<file path="src/rtl/pipe_pkg.sv">
// Shared helpers for the pipeline register chain.
package pipe_pkg;

  // Width of an occupancy counter that must hold 0..depth.
  function automatic int unsigned cnt_w(input int unsigned depth);
    return (depth < 1) ? 1 : $clog2(depth + 1);
  endfunction

endpackage

</file>
<file path="src/rtl/pipe_reg_stage.sv">
// One pipeline stage: valid bit plus payload register with ready/valid handoff.
module pipe_reg_stage #(
  parameter int unsigned      WIDTH     = 16,
  parameter logic [WIDTH-1:0] RESET_VAL = '0
) (
  input  logic             clk,
  input  logic             rst,
  input  logic             flush,
  input  logic             prev_v,
  input  logic [WIDTH-1:0] prev_d,
  input  logic             next_rdy,
  output logic             v,
  output logic [WIDTH-1:0] d,
  output logic             rdy
);

  logic go;
  logic take;

  assign go   = v & next_rdy;
  assign rdy  = ~v | go;
  assign take = prev_v & rdy;

  // Payload only moves on a real take; a flushed or empty stage keeps its old data.
  always_ff @(posedge clk) begin
    if (rst) begin
      v <= 1'b0;
      d <= RESET_VAL;
    end else begin
      if (flush) v <= 1'b0;
      else       v <= take | (v & ~go);
      if (take & ~flush) d <= prev_d;
    end
  end

endmodule

</file>
<file path="src/rtl/pipe_reg_chain.sv">
// DEPTH-stage valid/ready pipeline register with bubble collapsing, flush and occupancy count.
module pipe_reg_chain
  import pipe_pkg::*;
#(
  parameter int unsigned      WIDTH     = 16,
  parameter int unsigned      DEPTH     = 2,
  parameter logic [WIDTH-1:0] RESET_VAL = '0
) (
  input  logic                      clk,
  input  logic                      rst,
  input  logic                      flush,
  input  logic                      in_valid,
  output logic                      in_ready,
  input  logic [WIDTH-1:0]          in_data,
  output logic                      out_valid,
  input  logic                      out_ready,
  output logic [WIDTH-1:0]          out_data,
  output logic [cnt_w(DEPTH)-1:0]   count
);

  localparam int unsigned CW = cnt_w(DEPTH);

  if (DEPTH < 1) begin : g_bad_depth
    $error("pipe_reg_chain: DEPTH must be at least 1");
  end

  logic             v   [DEPTH];
  logic [WIDTH-1:0] d   [DEPTH];
  logic             rdy [DEPTH+1];
  logic             in_xfer;
  logic             out_xfer;

  assign rdy[DEPTH] = out_ready;

  for (genvar i = 0; i < DEPTH; i++) begin : g_stage
    logic             pv;
    logic [WIDTH-1:0] pd;

    if (i == 0) begin : g_head
      assign pv = in_valid;
      assign pd = in_data;
    end else begin : g_body
      assign pv = v[i-1];
      assign pd = d[i-1];
    end

    pipe_reg_stage #(
      .WIDTH     (WIDTH),
      .RESET_VAL (RESET_VAL)
    ) u_stage (
      .clk      (clk),
      .rst      (rst),
      .flush    (flush),
      .prev_v   (pv),
      .prev_d   (pd),
      .next_rdy (rdy[i+1]),
      .v        (v[i]),
      .d        (d[i]),
      .rdy      (rdy[i])
    );
  end

  assign in_ready  = rdy[0] & ~flush;
  assign out_valid = v[DEPTH-1];
  assign out_data  = d[DEPTH-1];
  assign in_xfer   = in_valid & in_ready;
  assign out_xfer  = out_valid & out_ready;

  // Occupancy tracks accepted minus emitted entries; flush empties the chain.
  always_ff @(posedge clk) begin
    if (rst)        count <= '0;
    else if (flush) count <= '0;
    else            count <= count + CW'(in_xfer) - CW'(out_xfer);
  end

endmodule

</file>
<file path="config.mk">
export PLATFORM = sky130hd
export DESIGN_NAME = pipe_reg_chain
export DESIGN_NICKNAME = d
export VERILOG_FILES = /design/src/rtl/pipe_pkg.sv /design/src/rtl/pipe_reg_stage.sv /design/src/rtl/pipe_reg_chain.sv
export SDC_FILE = /design/constraint.sdc
export NUM_CORES = 1
export LEC_CHECK = 0
export BUFFER_PORTS_ARGS = -buffer_cell sky130_fd_sc_hd__buf_2
export CAP_MARGIN = 30
export CORE_UTILIZATION = 47
export DETAILED_ROUTE_END_ITERATION = 10
export PLACE_DENSITY = 0.72
export SYNTH_ARGS = -nofsm -noshare
export SYNTH_HDL_FRONTEND = slang
export SYNTH_SLANG_ARGS = --single-unit
</file>
<file path="constraint.sdc">
create_clock -name clk -period 2.04 [get_ports clk]
set_input_delay 0.306 -clock clk [delete_from_list [all_inputs] [get_ports clk]]
set_output_delay 0.306 -clock clk [all_outputs]
set_load 0.05 [all_outputs]
</file>
==> tab_implementation.tex, run 1 <==
\begin{tabular}{lr}
\hline
Metric & Value \\
\hline
\multicolumn{2}{l}{\textbf{Synthesis}} \\
\quad Share of synthesized flip-flops with an asynchronous set or reset & 0\% \\
\quad Number of different library cells in the post-synthesis netlist & 27 \\
\quad Simple-gate share of the synthesized area & 24.7\% \\
\quad Portion of synthesized cell area occupied by the leading cell type & 43.3\% \\
\quad Post-Syn Nets & 188 \\
\quad Number of synthesized flops with an enable pin & 0 \\
\quad Cell accounting for the most synthesized area & sky130\_fd\_sc\_hd\_\_dfxtp\_1 \\
\quad Gate count of the mapped netlist & 165 \\
\quad Multiplexer share of the synthesized area & 9.62\% \\
\quad Top area cells in the synthesized netlist & sky130\_fd\_sc\_hd\_\_dfxtp\_1 43\%, sky130\_fd\_sc\_hd\_\_nand2b\_1 12\%, sky130\_fd\_sc\_hd\_\_mux2i\_1 9.6\%, sky130\_fd\_sc\_hd\_\_nand3\_2 6.0\%, sky130\_fd\_sc\_hd\_\_a21oi\_2 5.3\% \\
\quad Synth Area per Inst & 10.1 sq um \\
\quad Adder and majority gate portion of the synthesized area & 1.50\% \\
\quad Sequential area share after synthesis & 43.3\% \\
\quad Most instantiated cells after synthesis & 36 x sky130\_fd\_sc\_hd\_\_dfxtp\_1, 33 x sky130\_fd\_sc\_hd\_\_nand2b\_1, 16 x sky130\_fd\_sc\_hd\_\_mux2i\_1 \\
\quad Most frequently used cell type in the post-synthesis netlist & sky130\_fd\_sc\_hd\_\_dfxtp\_1 \\
\quad Largest family of logic cells by synthesized area & simple AND/OR/NAND/NOR gates \\
\quad Count of warnings emitted by yosys & 0 \\
\quad Synthesized cell area & 1660 sq um \\
\quad Share of the synthesized netlist area taken by xor and xnor gates & 1.05\% \\
\quad Flop and latch count out of synthesis & 36 \\
\quad Commonest register cell after synthesis & sky130\_fd\_sc\_hd\_\_dfxtp\_1 \\
\quad Synthesized-area fraction occupied by ao, oa, aoi and oai cells & 13.5\% \\
\multicolumn{2}{l}{\textbf{Global routing}} \\
\quad Pin count of the biggest net entering global routing & 48 \\
\quad Global-route total usage across every layer & 18.9\% \\
\quad Initial antenna violation count & 0 \\
\quad Total congestion overflow & 0 \\
\quad Global-route wire length before repair & 5100 um \\
\quad Vias in the first global route & 1160 \\
\multicolumn{2}{l}{\textbf{Hold path}} \\
\quad Launch point of the worst hold path & in\_data[7] \\
\quad Number of stages on the worst hold path & 3 \\
\quad Type of the worst min-delay path & in -> reg \\
\quad WHS Endpoint & g\_stage[0].u\_stage.d[7] \\
\multicolumn{2}{l}{\textbf{Floorplan}} \\
\quad Horizontal die dimension & 61.5 um \\
\quad Number of placement rows & 21 \\
\quad Core Footprint & 3360 sq um \\
\quad IO Pins & 41 \\
\quad Die outline area & 3780 sq um \\
\quad Initial standard-cell utilization of the core & 49.5\% \\
\quad Chip height & 61.5 um \\
\multicolumn{2}{l}{\textbf{Run status}} \\
\quad Status & finished, final reports clean \\
\multicolumn{2}{l}{\textbf{Pwr}} \\
\quad Overall power consumption & 1.27 mW \\
\quad Pleak & 0.762 nW \\
\quad Power per cell area & 661 nW/um\^{}2 \\
\quad Worst vdd ir & 0.000362 V \\
\multicolumn{2}{l}{\textbf{Routing}} \\
\quad Post-DR wirelength/cell & 13.1 um \\
\quad Drt initial violations & 45 \\
\quad Number of vias per cell & 5.13 \\
\quad Initial DRT Pass Iterations & 4 \\
\quad DRT Wirelength & 3280 um \\
\quad Count of antenna-violating nets left after detailed routing & 0 \\
\quad Remaining DRCs & 0 \\
\quad Vias post-DR & 1288 \\
\multicolumn{2}{l}{\textbf{Worst setup path}} \\
\quad Capturing point of the worst reg2reg path & count[1] \\
\quad Kind of capture point of the worst setup path & primary output \\
\quad Worst Setup Path Type & reg -> out \\
\quad Type of element launching the critical path & flop \\
\quad Logic depth of the worst register-to-register path & 9 \\
\quad Worst reg2reg startpoint & g\_stage[1].u\_stage.v \\
\quad Data arrival time of the critical path & 1450 ps \\
\quad Crit-path max FO & 19 \\
\quad Data required time at the worst endpoint & 1730 ps \\
\quad R2R setup slack & 420 ps \\
\multicolumn{2}{l}{\textbf{Clock tree}} \\
\quad Sinks on Clock Net & 36 \\
\quad Number of levels the H-tree was split into & 2 \\
\quad CTS clk-pin slew, worst paths & 110 ps \\
\quad Buffer cell driving the clock tree root & sky130\_fd\_sc\_hd\_\_clkbuf\_4 \\
\quad Post-CTS Hold Buffers & 0 \\
\quad CTS resizes & 0 \\
\quad Clock tree from TritonCTS & done \\
\quad Post-CTS Repair Setup Buffers & 0 \\
\quad Worst-skew pair later-pin latency & 350 ps \\
\quad Inserted Clock Buffers & 5 \\
\quad Maximum number of buffers from clock root to sink & 2 \\
\multicolumn{2}{l}{\textbf{Layout}} \\
\quad Fillers & 345 \\
\quad Layout net count & 227 \\
\quad Area overhead of the layout relative to synthesis & 15.5\% \\
\quad Fraction of final layout cells sized beyond drive strength 1 & 37.1\% \\
\quad Number of inserted diodes & 0 \\
\multicolumn{2}{l}{\textbf{STA}} \\
\quad Worst setup skew after layout & 5.82 ps \\
\quad Max Transition Viols Final & 0 \\
\quad Maximum clock rate & 0.568 GHz \\
\quad Measured slew at the worst slew-check pin & 673 ps \\
\quad Final Setup Violations & 0 \\
\quad Period utilization & 86.2\% \\
\quad Max-slew headroom at the worst pin & 55.1\% \\
\quad Setup repair after global routing missed its margin & no \\
\quad Final count of hold timing violations & 0 \\
\quad Accumulated negative setup slack & 0 ps \\
\quad Time the final worst path needs with I/O delays and setup & 1760 ps \\
\quad Final Hold Slack & 209 ps \\
\multicolumn{2}{l}{\textbf{Place}} \\
\quad Detailed placer's ending HPWL & 2230 um \\
\quad Final RePlAce weighted congestion & 0.703 \\
\quad Number of input and output port buffers inserted & 40 \\
\multicolumn{2}{l}{\textbf{Flow run}} \\
\quad Max cap viols & 0 \\
\hline
\end{tabular}
[cell usage in the layout, fill, tap and decap left out, types with 2 or more instances in the layout]
cell type and n:
sky130_fd_sc_hd__a21oi_2 10, sky130_fd_sc_hd__clkbuf_4 5, sky130_fd_sc_hd__buf_2 40, sky130_fd_sc_hd__nand2b_1 33
sky130_fd_sc_hd__inv_1 2, sky130_fd_sc_hd__o21ai_0 15, sky130_fd_sc_hd__ha_1 2, sky130_fd_sc_hd__clkbuf_1 2
sky130_fd_sc_hd__mux2i_1 16, sky130_fd_sc_hd__dfxtp_1 35, sky130_fd_sc_hd__buf_4 5, sky130_fd_sc_hd__nor3_1 3
sky130_fd_sc_hd__nand3_1 6, sky130_fd_sc_hd__nand3_2 10, sky130_fd_sc_hd__a21oi_1 8
[power by group]
| part | switching, mW | internal, mW |
|---|---|---|
| logic | 0.0738 | 0.0569 |
| registers | 0.0133 | 0.723 |
| clock network | 0.233 | 0.170 |
| total | 0.320 | 0.950 |
[final cells by class]
cell class	instances	area [sq um]	area share [%]
Clock buffer	8	58.8	3.06
Timing Repair Buffer	45	238	12.4
Sequential cell	36	722	37.6
Inverter	2	7.51	0.391
Multi-Input combinational cell	114	838	43.6
Tap cell	46	57.6	2.99
[sequential cells by signal, summed over array words and instances (netlist names)]
signal,count
count,2
g_stage.u_stage.v,2
g_stage.u_stage.d,32
[worst max-delay path by stage]
stage                         start       end  slack (ps)  cells past startpoint
4_1_cts        g_stage[1].u_stage.v  in_ready         270                      4
3_5_place_dp                  flush  count[1]         260                     10
6_report       g_stage[1].u_stage.v  in_ready         280                      4
3_3_place_gp                  flush  count[1]         330                     10
5_1_grt        g_stage[1].u_stage.v  in_ready         220                      4
2_1_floorplan  g_stage[1].u_stage.v  count[1]          40                     10
[metal layers]
layer / track usage (%) / vias up / routed length [um] / share of wire, %
met1: 23.4 / 619 / 1520 / 46
met2: 30.6 / 29 / 1570 / 48
met5: 0 / - / 0 / 0
met4: 7.62 / 0 / 47 / 1.4
li1: - / 634 / - / -
met3: 5.88 / 6 / 146 / 4.5
[logic make-up (layout without fill, tap and decap cells)]
kind of cell               after synthesis  count (layout)
AOI/OAI and AO/OA                       35              35
xor gates and xnor gates                 2               2
adders and majority gates                2               2
buffers and inverters                   15              55
DFF                                     36              36
muxes                                   16              16
and+or+nand+nor                         59              59
[stage by stage]
| stage | area [sq um] | setup WS, ps | utilization [%] | std cells |
|---|---|---|---|---|
| 4_1_cts | 1920 | 275 | 57.1 | 251 |
| 3_5_place_dp | 1860 | 260 | 55.4 | 243 |
| 5_1_grt | 1920 | 217 | 57.1 | 251 |
| 2_1_floorplan | 1670 | 35.6 | - | 165 |
| 6_report | 1920 | 281 | 57.1 | 251 |
| 3_3_place_gp | 1860 | 332 | 55.4 | 243 |
[worst max-delay path, cell delays in order, from the launching register on]
cell and delay, ps:
sky130_fd_sc_hd__dfxtp_2 350, sky130_fd_sc_hd__nor2b_4 130, sky130_fd_sc_hd__buf_4 190, sky130_fd_sc_hd__a21oi_1 160
sky130_fd_sc_hd__buf_2 280
Power figures use the tool's default switching activity.
==> run 2, diff against run 1 <==
--- a/config.mk
+++ b/config.mk
@@ -7,9 +7,11 @@
 export LEC_CHECK = 0
 export BUFFER_PORTS_ARGS = -buffer_cell sky130_fd_sc_hd__buf_2
 export CAP_MARGIN = 30
+export CORE_ASPECT_RATIO = 1.75
 export CORE_UTILIZATION = 47
 export DETAILED_ROUTE_END_ITERATION = 10
-export PLACE_DENSITY = 0.72
+export PLACE_DENSITY = 0.8
 export SYNTH_ARGS = -nofsm -noshare
 export SYNTH_HDL_FRONTEND = slang
 export SYNTH_SLANG_ARGS = --single-unit
+export TNS_END_PERCENT = 20
==> run 2 against run 1 <==
  * Largest cell class unchanged
  * Core utilization is 3.2 points higher
  * Combinational power about the same
  * Non-clock buffer count grew 1
  * Die area grew 0.24%
  * Largest power group is now clock
==> tab_implementation.tex, run 2 (synthesis gave the netlist of run 1 again) <==
\begin{tabular}{lr}
\hline
Metric & Value \\
\hline
\multicolumn{2}{l}{\textbf{Place}} \\
\quad Placed cell count & 243 (unchanged) \\
\quad Final RePlAce weighted congestion & 0.725 (+3.2\%) \\
\quad Pre-CTS setup slack & 276 ps (+16.4 ps) \\
\quad Detailed placer's ending HPWL & 2080 um (-6.5\%) \\
\quad Cell area after placement & 1870 sq um (+0.34\%) \\
\quad Number of input and output port buffers inserted & 40 (unchanged) \\
\multicolumn{2}{l}{\textbf{Clock tree}} \\
\quad Worst-skew pair later-pin latency & 290 ps (-60 ps) \\
\quad Post-CTS Repair Setup Buffers & 0 (unchanged) \\
\quad Number of levels the H-tree was split into & 2 (unchanged) \\
\quad Sinks on Clock Net & 36 (unchanged) \\
\quad Post-CTS Hold Buffers & 0 (unchanged) \\
\quad Inserted Clock Buffers & 5 (unchanged) \\
\quad Maximum number of buffers from clock root to sink & 2 (unchanged) \\
\quad CTS resizes & 0 (unchanged) \\
\quad CTS clk-pin slew, worst paths & 70 ps (-40 ps) \\
\quad Clock tree from TritonCTS & done \\
\quad Buffer cell driving the clock tree root & sky130\_fd\_sc\_hd\_\_clkbuf\_8 \\
\multicolumn{2}{l}{\textbf{Routing}} \\
\quad Vias post-DR & 1229 (-4.6\%) \\
\quad DRT Wirelength & 2950 um (-9.9\%) \\
\quad Initial DRT Pass Iterations & 4 (unchanged) \\
\quad Post-DR wirelength/cell & 11.8 um (-9.9\%) \\
\quad Remaining DRCs & 0 (unchanged) \\
\quad Count of antenna-violating nets left after detailed routing & 0 (unchanged) \\
\quad Drt initial violations & 32 (-29\%) \\
\quad Number of vias per cell & 4.90 (-4.6\%) \\
\multicolumn{2}{l}{\textbf{Global routing}} \\
\quad Global-route wire length before repair & 5080 um (-0.41\%) \\
\quad Initial antenna violation count & 0 (unchanged) \\
\quad Total congestion overflow & 0 (unchanged) \\
\quad Global-route total usage across every layer & 19.1\% (+0.21 points) \\
\quad Met2 Use GR & 31.8\% (+1.2 points) \\
\quad Met3 demand-to-capacity share in global routing & 4.94\% (-0.94 points) \\
\quad Vias in the first global route & 1188 (+2.4\%) \\
\quad Pin count of the biggest net entering global routing & 41 (-15\%) \\
\quad Peak-usage layer in the global routing report & met2 \\
\quad Met1 track utilization from global routing & 20.5\% (-2.9 points) \\
\multicolumn{2}{l}{\textbf{Worst setup path}} \\
\quad Data arrival time of the critical path & 1360 ps (-90 ps) \\
\quad Worst path bufs/invs & 2 (unchanged) \\
\quad Cell chain of the critical path & nor2b\_4 > buf\_4 > a21oi\_1 > buf\_2 \\
\quad Crit-path max FO & 19 (unchanged) \\
\quad Depth of the critical timing path with buffers and inverters included & 4 (unchanged) \\
\quad Data required time at the worst endpoint & 1730 ps (about the same) \\
\quad Worst Setup Path Type & reg -> out \\
\quad Kind of capture point of the worst setup path & primary output \\
\quad Logic depth of the worst register-to-register path & 9 (unchanged) \\
\quad Stage delay of the slowest cell on the critical path & 330 ps (-20 ps) \\
\quad Type of element launching the critical path & flop \\
\quad Library cell contributing the largest single delay on the critical path & sky130\_fd\_sc\_hd\_\_dfxtp\_2 \\
\quad CP top delay family & buffers and inverters \\
\multicolumn{2}{l}{\textbf{STA}} \\
\quad Time the final worst path needs with I/O delays and setup & 1670 ps (-91.3 ps) \\
\quad Period utilization & 81.8\% (-4.5 points) \\
\quad Final Hold Slack & 270 ps (+61.1 ps) \\
\quad Max-slew headroom at the worst pin & 67.0\% (+12 points) \\
\quad Worst setup skew after layout & 5.95 ps (+0.126 ps) \\
\quad Accumulated negative setup slack & 0 ps (unchanged) \\
\quad Final Setup Violations & 0 (unchanged) \\
\quad Setup repair after global routing missed its margin & no \\
\quad Final count of hold timing violations & 0 (unchanged) \\
\quad Worst-case setup margin in the final layout & 372 ps (+91.3 ps) \\
\quad Maximum clock rate & 0.600 GHz (+5.5\%) \\
\quad Max Transition Viols Final & 0 (unchanged) \\
\quad Measured slew at the worst slew-check pin & 496 ps (-177 ps) \\
\multicolumn{2}{l}{\textbf{Layout}} \\
\quad Multi-input gate area & 838 sq um (unchanged) \\
\quad Max reg flops & 32 (unchanged) \\
\quad Register with the most flip-flops & g\_stage.u\_stage.d \\
\quad Biggest regs & g\_stage.u\_stage.d: 32 flops, count: 2 flops, g\_stage.u\_stage.v: 2 flops \\
\quad Most common cell after layout, fill and taps aside & sky130\_fd\_sc\_hd\_\_buf\_2 \\
\quad Finished Core Util & 60.3\% (+3.2 points) \\
\quad Number of inserted diodes & 0 (unchanged) \\
\quad Layout net count & 228 (+0.44\%) \\
\quad Final standard cell area without fillers & 2030 sq um (+5.5\%) \\
\quad Post-route non-filler standard cell count & 251 (unchanged) \\
\quad Fraction of final layout cells sized beyond drive strength 1 & 38.3\% (+1.3 points) \\
\quad Fillers & 342 (-0.87\%) \\
\quad FF/Latch Area & 722 sq um (unchanged) \\
\quad Area overhead of the layout relative to synthesis & 21.9\% \\
\quad Most frequent cells in the layout & 40 x sky130\_fd\_sc\_hd\_\_buf\_2, 35 x sky130\_fd\_sc\_hd\_\_dfxtp\_1, 33 x sky130\_fd\_sc\_hd\_\_nand2b\_1, 16 x sky130\_fd\_sc\_hd\_\_mux2i\_1, 15 x sky130\_fd\_sc\_hd\_\_o21ai\_0 \\
\multicolumn{2}{l}{\textbf{Hold path}} \\
\quad Number of stages on the worst hold path & 3 (unchanged) \\
\quad Type of the worst min-delay path & in -> reg \\
\multicolumn{2}{l}{\textbf{Floorplan}} \\
\quad Number of placement rows & 28 (+33\%) \\
\quad Chip height & 80.7 um (+31\%) \\
\quad Core Footprint & 3360 sq um (unchanged) \\
\quad Horizontal die dimension & 47.0 um (-24\%) \\
\quad Initial standard-cell utilization of the core & 49.5\% (unchanged) \\
\quad Die outline area & 3790 sq um (+0.24\%) \\
\quad IO Pins & 41 (unchanged) \\
\multicolumn{2}{l}{\textbf{Pwr}} \\
\quad Power per cell area & 852 nW/um\^{}2 (+29\%) \\
\quad Overall power consumption & 1.73 mW (+36\%) \\
\quad Pleak & 0.812 nW (+6.6\%) \\
\quad Worst vdd ir & 0.000828 V (+130\%) \\
\multicolumn{2}{l}{\textbf{Run status}} \\
\quad Status & finished, final reports clean \\
\multicolumn{2}{l}{\textbf{Flow run}} \\
\quad Max cap viols & 0 (unchanged) \\
\hline
\end{tabular}
-- run 2: changes by cell type in the layout (fill, tap and decap cells not counted) --
cell,delta
sky130_fd_sc_hd__bufinv_16,+3
sky130_fd_sc_hd__buf_4,+1
sky130_fd_sc_hd__clkbuf_8,+4
sky130_fd_sc_hd__clkbuf_1,-2
sky130_fd_sc_hd__clkbuf_4,-5
-- run 2: final cells by class --
type | count | area share, %
Clock buffer | 5 | 3.39
Clock inverter | 3 | 4.44
Inverter | 2 | 0.370
Multi-Input combinational cell | 114 | 41.3
Sequential cell | 36 | 35.6
Tap cell | 45 | 2.78
Timing Repair Buffer | 46 | 12.1
-- run 2: tightest hold or removal path: cells and delay by family --
family | cells | cell delay, ps
multiplexers | 1 | 60
AND/OR/NAND/NOR | 1 | 60
buffers and inverters | 1 | 90
-- run 2: path summary, 6_finish.rpt --
path / start / to / slack, ps
setup / recovery: g_stage[1].u_stage.v / in_ready / 370
hold / removal: in_data[8] / g_stage[0].u_stage.d[8] / 270
setup reg to reg: g_stage[1].u_stage.v / count[1] / 440
hold reg to reg: g_stage[0].u_stage.d[4] / g_stage[1].u_stage.d[4] / 460
-- run 2: layer usage --
layer	routed length [um]	share of wire (%)	up-vias
li1	-	-	638
met1	1330	45	553
met2	1420	48	30
met3	116	3.9	8
met4	83	2.8	0
met5	0	0	-
-- run 2: where the power goes --
group / switching (mW) / internal [mW]
registers: 0.0128 / 0.723
logic: 0.0719 / 0.0580
clock network: 0.252 / 0.611
total: 0.336 / 1.39
==> run 3, diff against run 2 <==
==> constraint.sdc (replaced) <==
create_clock -name clk -period 1.7 [get_ports clk]
set_input_delay 0.255 -clock clk [delete_from_list [all_inputs] [get_ports clk]]
set_output_delay 0.255 -clock clk [all_outputs]
set_load 0.05 [all_outputs]
==> run 3 against run 2 <==
  * Critical path depth increased by 5
  * Total power grew 2.8%
  * Critical endpoint is now count[1]
  * Hold slack worse by 46 ps
  * Clock skew grew 1.6 ps
  * First-iteration DRC count unchanged
  * Cell count rose by 0.40%
  * Flip-flop and latch count unchanged
==> tab_implementation.tex, run 3 (synthesis gave the netlist of run 1 again) <==
\begin{tabular}{lr}
\hline
Metric & Value \\
\hline
\multicolumn{2}{l}{\textbf{Clock tree}} \\
\quad Maximum number of buffers from clock root to sink & 2 (unchanged) \\
\quad Buffer cell driving the clock tree root & sky130\_fd\_sc\_hd\_\_clkbuf\_8 \\
\quad Number of levels the H-tree was split into & 2 (unchanged) \\
\quad Inserted Clock Buffers & 5 (unchanged) \\
\quad Clock tree from TritonCTS & done \\
\quad Worst-skew pair later-pin latency & 290 ps (about the same) \\
\quad CTS clk-pin slew, worst paths & 70 ps (about the same) \\
\quad Sinks on Clock Net & 36 (unchanged) \\
\multicolumn{2}{l}{\textbf{Routing}} \\
\quad Drt initial violations & 32 (unchanged) \\
\quad Count of antenna-violating nets left after detailed routing & 0 (unchanged) \\
\quad Initial DRT Pass Iterations & 4 (unchanged) \\
\quad Post-DR wirelength/cell & 12.1 um (+3.1\%) \\
\quad Number of vias per cell & 4.92 (+0.58\%) \\
\quad Remaining DRCs & 0 (unchanged) \\
\quad DRT Wirelength & 3060 um (+3.6\%) \\
\quad Vias post-DR & 1241 (+0.98\%) \\
\multicolumn{2}{l}{\textbf{Layout}} \\
\quad Max reg flops & 32 (unchanged) \\
\quad Fraction of final layout cells sized beyond drive strength 1 & 40.1\% (+1.7 points) \\
\quad Area overhead of the layout relative to synthesis & 22.0\% (about the same) \\
\quad Register with the most flip-flops & g\_stage.u\_stage.d \\
\quad Biggest regs & g\_stage.u\_stage.d: 32 flops, count: 2 flops, g\_stage.u\_stage.v: 2 flops \\
\quad Most frequent cells in the layout & 39 x sky130\_fd\_sc\_hd\_\_buf\_2, 35 x sky130\_fd\_sc\_hd\_\_dfxtp\_1, 33 x sky130\_fd\_sc\_hd\_\_nand2b\_1, 16 x sky130\_fd\_sc\_hd\_\_mux2i\_1, 15 x sky130\_fd\_sc\_hd\_\_o21ai\_0 \\
\quad Most common cell after layout, fill and taps aside & sky130\_fd\_sc\_hd\_\_buf\_2 \\
\quad Number of inserted diodes & 0 (unchanged) \\
\quad Layout net count & 229 (+0.44\%) \\
\multicolumn{2}{l}{\textbf{Pwr}} \\
\quad Pleak & 0.796 nW (-2.0\%) \\
\quad Power per cell area & 876 nW/um\^{}2 (+2.7\%) \\
\quad Worst vdd ir & 0.000637 V (-23\%) \\
\quad Overall power consumption & 1.78 mW (+2.8\%) \\
\multicolumn{2}{l}{\textbf{Global routing}} \\
\quad Global-route total usage across every layer & 18.3\% (-0.79 points) \\
\quad Pin count of the biggest net entering global routing & 26 (-37\%) \\
\quad Global-route wire length before repair & 4910 um (-3.4\%) \\
\quad Vias in the first global route & 1142 (-3.9\%) \\
\quad Total congestion overflow & 0 (unchanged) \\
\quad Initial antenna violation count & 0 (unchanged) \\
\multicolumn{2}{l}{\textbf{Floorplan}} \\
\quad Die outline area & 3790 sq um (unchanged) \\
\quad Core Footprint & 3360 sq um (unchanged) \\
\quad Initial standard-cell utilization of the core & 49.5\% (unchanged) \\
\quad Number of placement rows & 28 (unchanged) \\
\quad IO Pins & 41 (unchanged) \\
\quad Chip height & 80.7 um (unchanged) \\
\quad Horizontal die dimension & 47.0 um (unchanged) \\
\multicolumn{2}{l}{\textbf{Flow run}} \\
\quad Max cap viols & 0 (unchanged) \\
\multicolumn{2}{l}{\textbf{STA}} \\
\quad Final count of hold timing violations & 0 (unchanged) \\
\quad Accumulated negative setup slack & 0 ps (unchanged) \\
\quad Measured slew at the worst slew-check pin & 321 ps (-174 ps) \\
\quad Max Transition Viols Final & 0 (unchanged) \\
\quad Time the final worst path needs with I/O delays and setup & 1600 ps \\
\quad Setup repair after global routing missed its margin & no \\
\quad Final Setup Violations & 0 (unchanged) \\
\quad Max-slew headroom at the worst pin & 78.3\% (+11 points) \\
\quad Final Hold Slack & 224 ps (-45.9 ps) \\
\quad Maximum clock rate & 0.626 GHz \\
\quad Period utilization & 94.0\% \\
\quad Worst setup skew after layout & 7.53 ps (+1.59 ps) \\
\multicolumn{2}{l}{\textbf{Worst setup path}} \\
\quad Data required time at the worst endpoint & 1920 ps (+190 ps) \\
\quad Logic depth of the worst register-to-register path & 9 (unchanged) \\
\quad Cell chain of the critical path & nor2b\_4 > a21oi\_4 > inv\_4 > ha\_4 > inv\_2 > ha\_4 > xor2\_1 > xnor2\_1 > nor3\_1 \\
\quad Kind of capture point of the worst setup path & flop \\
\quad Type of element launching the critical path & flop \\
\quad Stage delay of the slowest cell on the critical path & 350 ps (+20 ps) \\
\quad Data arrival time of the critical path & 1820 ps (+460 ps) \\
\quad Worst Setup Path Type & reg -> reg \\
\quad Library cell contributing the largest single delay on the critical path & sky130\_fd\_sc\_hd\_\_dfxtp\_4 \\
\quad Most Frequent Cell on Critical Path & sky130\_fd\_sc\_hd\_\_ha\_4 \\
\quad Crit-path max FO & 4 (-15) \\
\multicolumn{2}{l}{\textbf{Place}} \\
\quad Final RePlAce weighted congestion & 0.737 (+1.6\%) \\
\quad Detailed placer's ending HPWL & 2100 um (+0.86\%) \\
\quad Number of input and output port buffers inserted & 40 (unchanged) \\
\multicolumn{2}{l}{\textbf{Hold path}} \\
\quad Type of the worst min-delay path & in -> reg \\
\quad Number of stages on the worst hold path & 3 (unchanged) \\
\multicolumn{2}{l}{\textbf{Run status}} \\
\quad Status & finished, final reports clean \\
\hline
\end{tabular}
==> run 3: cell types whose count changed in the layout (fill, tap and decap cells not counted) <==
cell	delta
sky130_fd_sc_hd__buf_2	-1
sky130_fd_sc_hd__inv_1	-2
sky130_fd_sc_hd__inv_4	+1
sky130_fd_sc_hd__ha_1	-2
sky130_fd_sc_hd__dfxtp_2	-1
sky130_fd_sc_hd__ha_4	+2
sky130_fd_sc_hd__clkinv_2	+1
sky130_fd_sc_hd__dfxtp_4	+1
sky130_fd_sc_hd__inv_2	+1
sky130_fd_sc_hd__clkbuf_4	+1
sky130_fd_sc_hd__buf_12	+1
sky130_fd_sc_hd__bufinv_16	-2
sky130_fd_sc_hd__clkbuf_1	+1
==> run 3: report_power, final <==
group	total [mW]	switching [mW]	leakage [nW]	internal (mW)
combinational	0.167	0.0905	0.448	0.0766
clock	0.727	0.292	0.0552	0.435
sequential	0.883	0.0162	0.293	0.867
total	1.78	0.399	0.796	1.38
==> run 3: critical path, delay by kind of cell (launching register included) <==
kind,cells,cell delay [ps]
AO/OA/AOI/OAI,1,150
AND/OR/NAND/NOR,2,290
flip-flops,1,350
buffers and inverters,2,80
XOR/XNOR,2,270
adder cells (fa/ha/maj),2,390
==> run 3: per-stage QoR <==
step	std cells	util [%]	area, sq um	worst slack [ps]
after floorplan	165	-	1700	-278
after global placement	244	57.1	1920	93.5
after detailed placement	244	57.1	1920	62.4
after CTS	252	60.3	2030	68.7
after global routing	252	60.3	2030	7.11
final	252	60.3	2030	102
==> run 3: area by class of cell <==
class	instances	area, sq um
Clock buffer	6	72.6
Clock inverter	2	35.0
Fill cell	313	1330
Inverter	2	10.0
Multi-Input combinational cell	114	863
Sequential cell	36	724
Tap cell	45	56.3
Timing Repair Buffer	47	268
==> run 3: path summary, 6_finish.rpt <==
kind	startpoint	endpoint	slack, ps
setup / recovery	g_stage[1].u_stage.v	count[1]	100
hold / removal	in_data[8]	g_stage[0].u_stage.d[8]	220
setup reg to reg	g_stage[1].u_stage.v	count[1]	100
hold reg to reg	g_stage[0].u_stage.d[1]	g_stage[1].u_stage.d[1]	450
==> run 3: layer usage <==
| layer | vias to the layer above | track usage [%] | wire length (um) |
|---|---|---|---|
| met5 | - | 0 | 0 |
| met4 | 0 | 9.43 | 61 |
| met3 | 4 | 6.29 | 127 |
| met2 | 29 | 29.6 | 1540 |
| met1 | 569 | 20.3 | 1330 |
| li1 | 639 | - | - |
==> run 3: timing repair <==
action | in CTS | in global routing
setup buffers | 0 | 0
resized for setup | 0 | 1
endpoints found under the setup margin | 0 | 1
hold buffers | 0 | 0
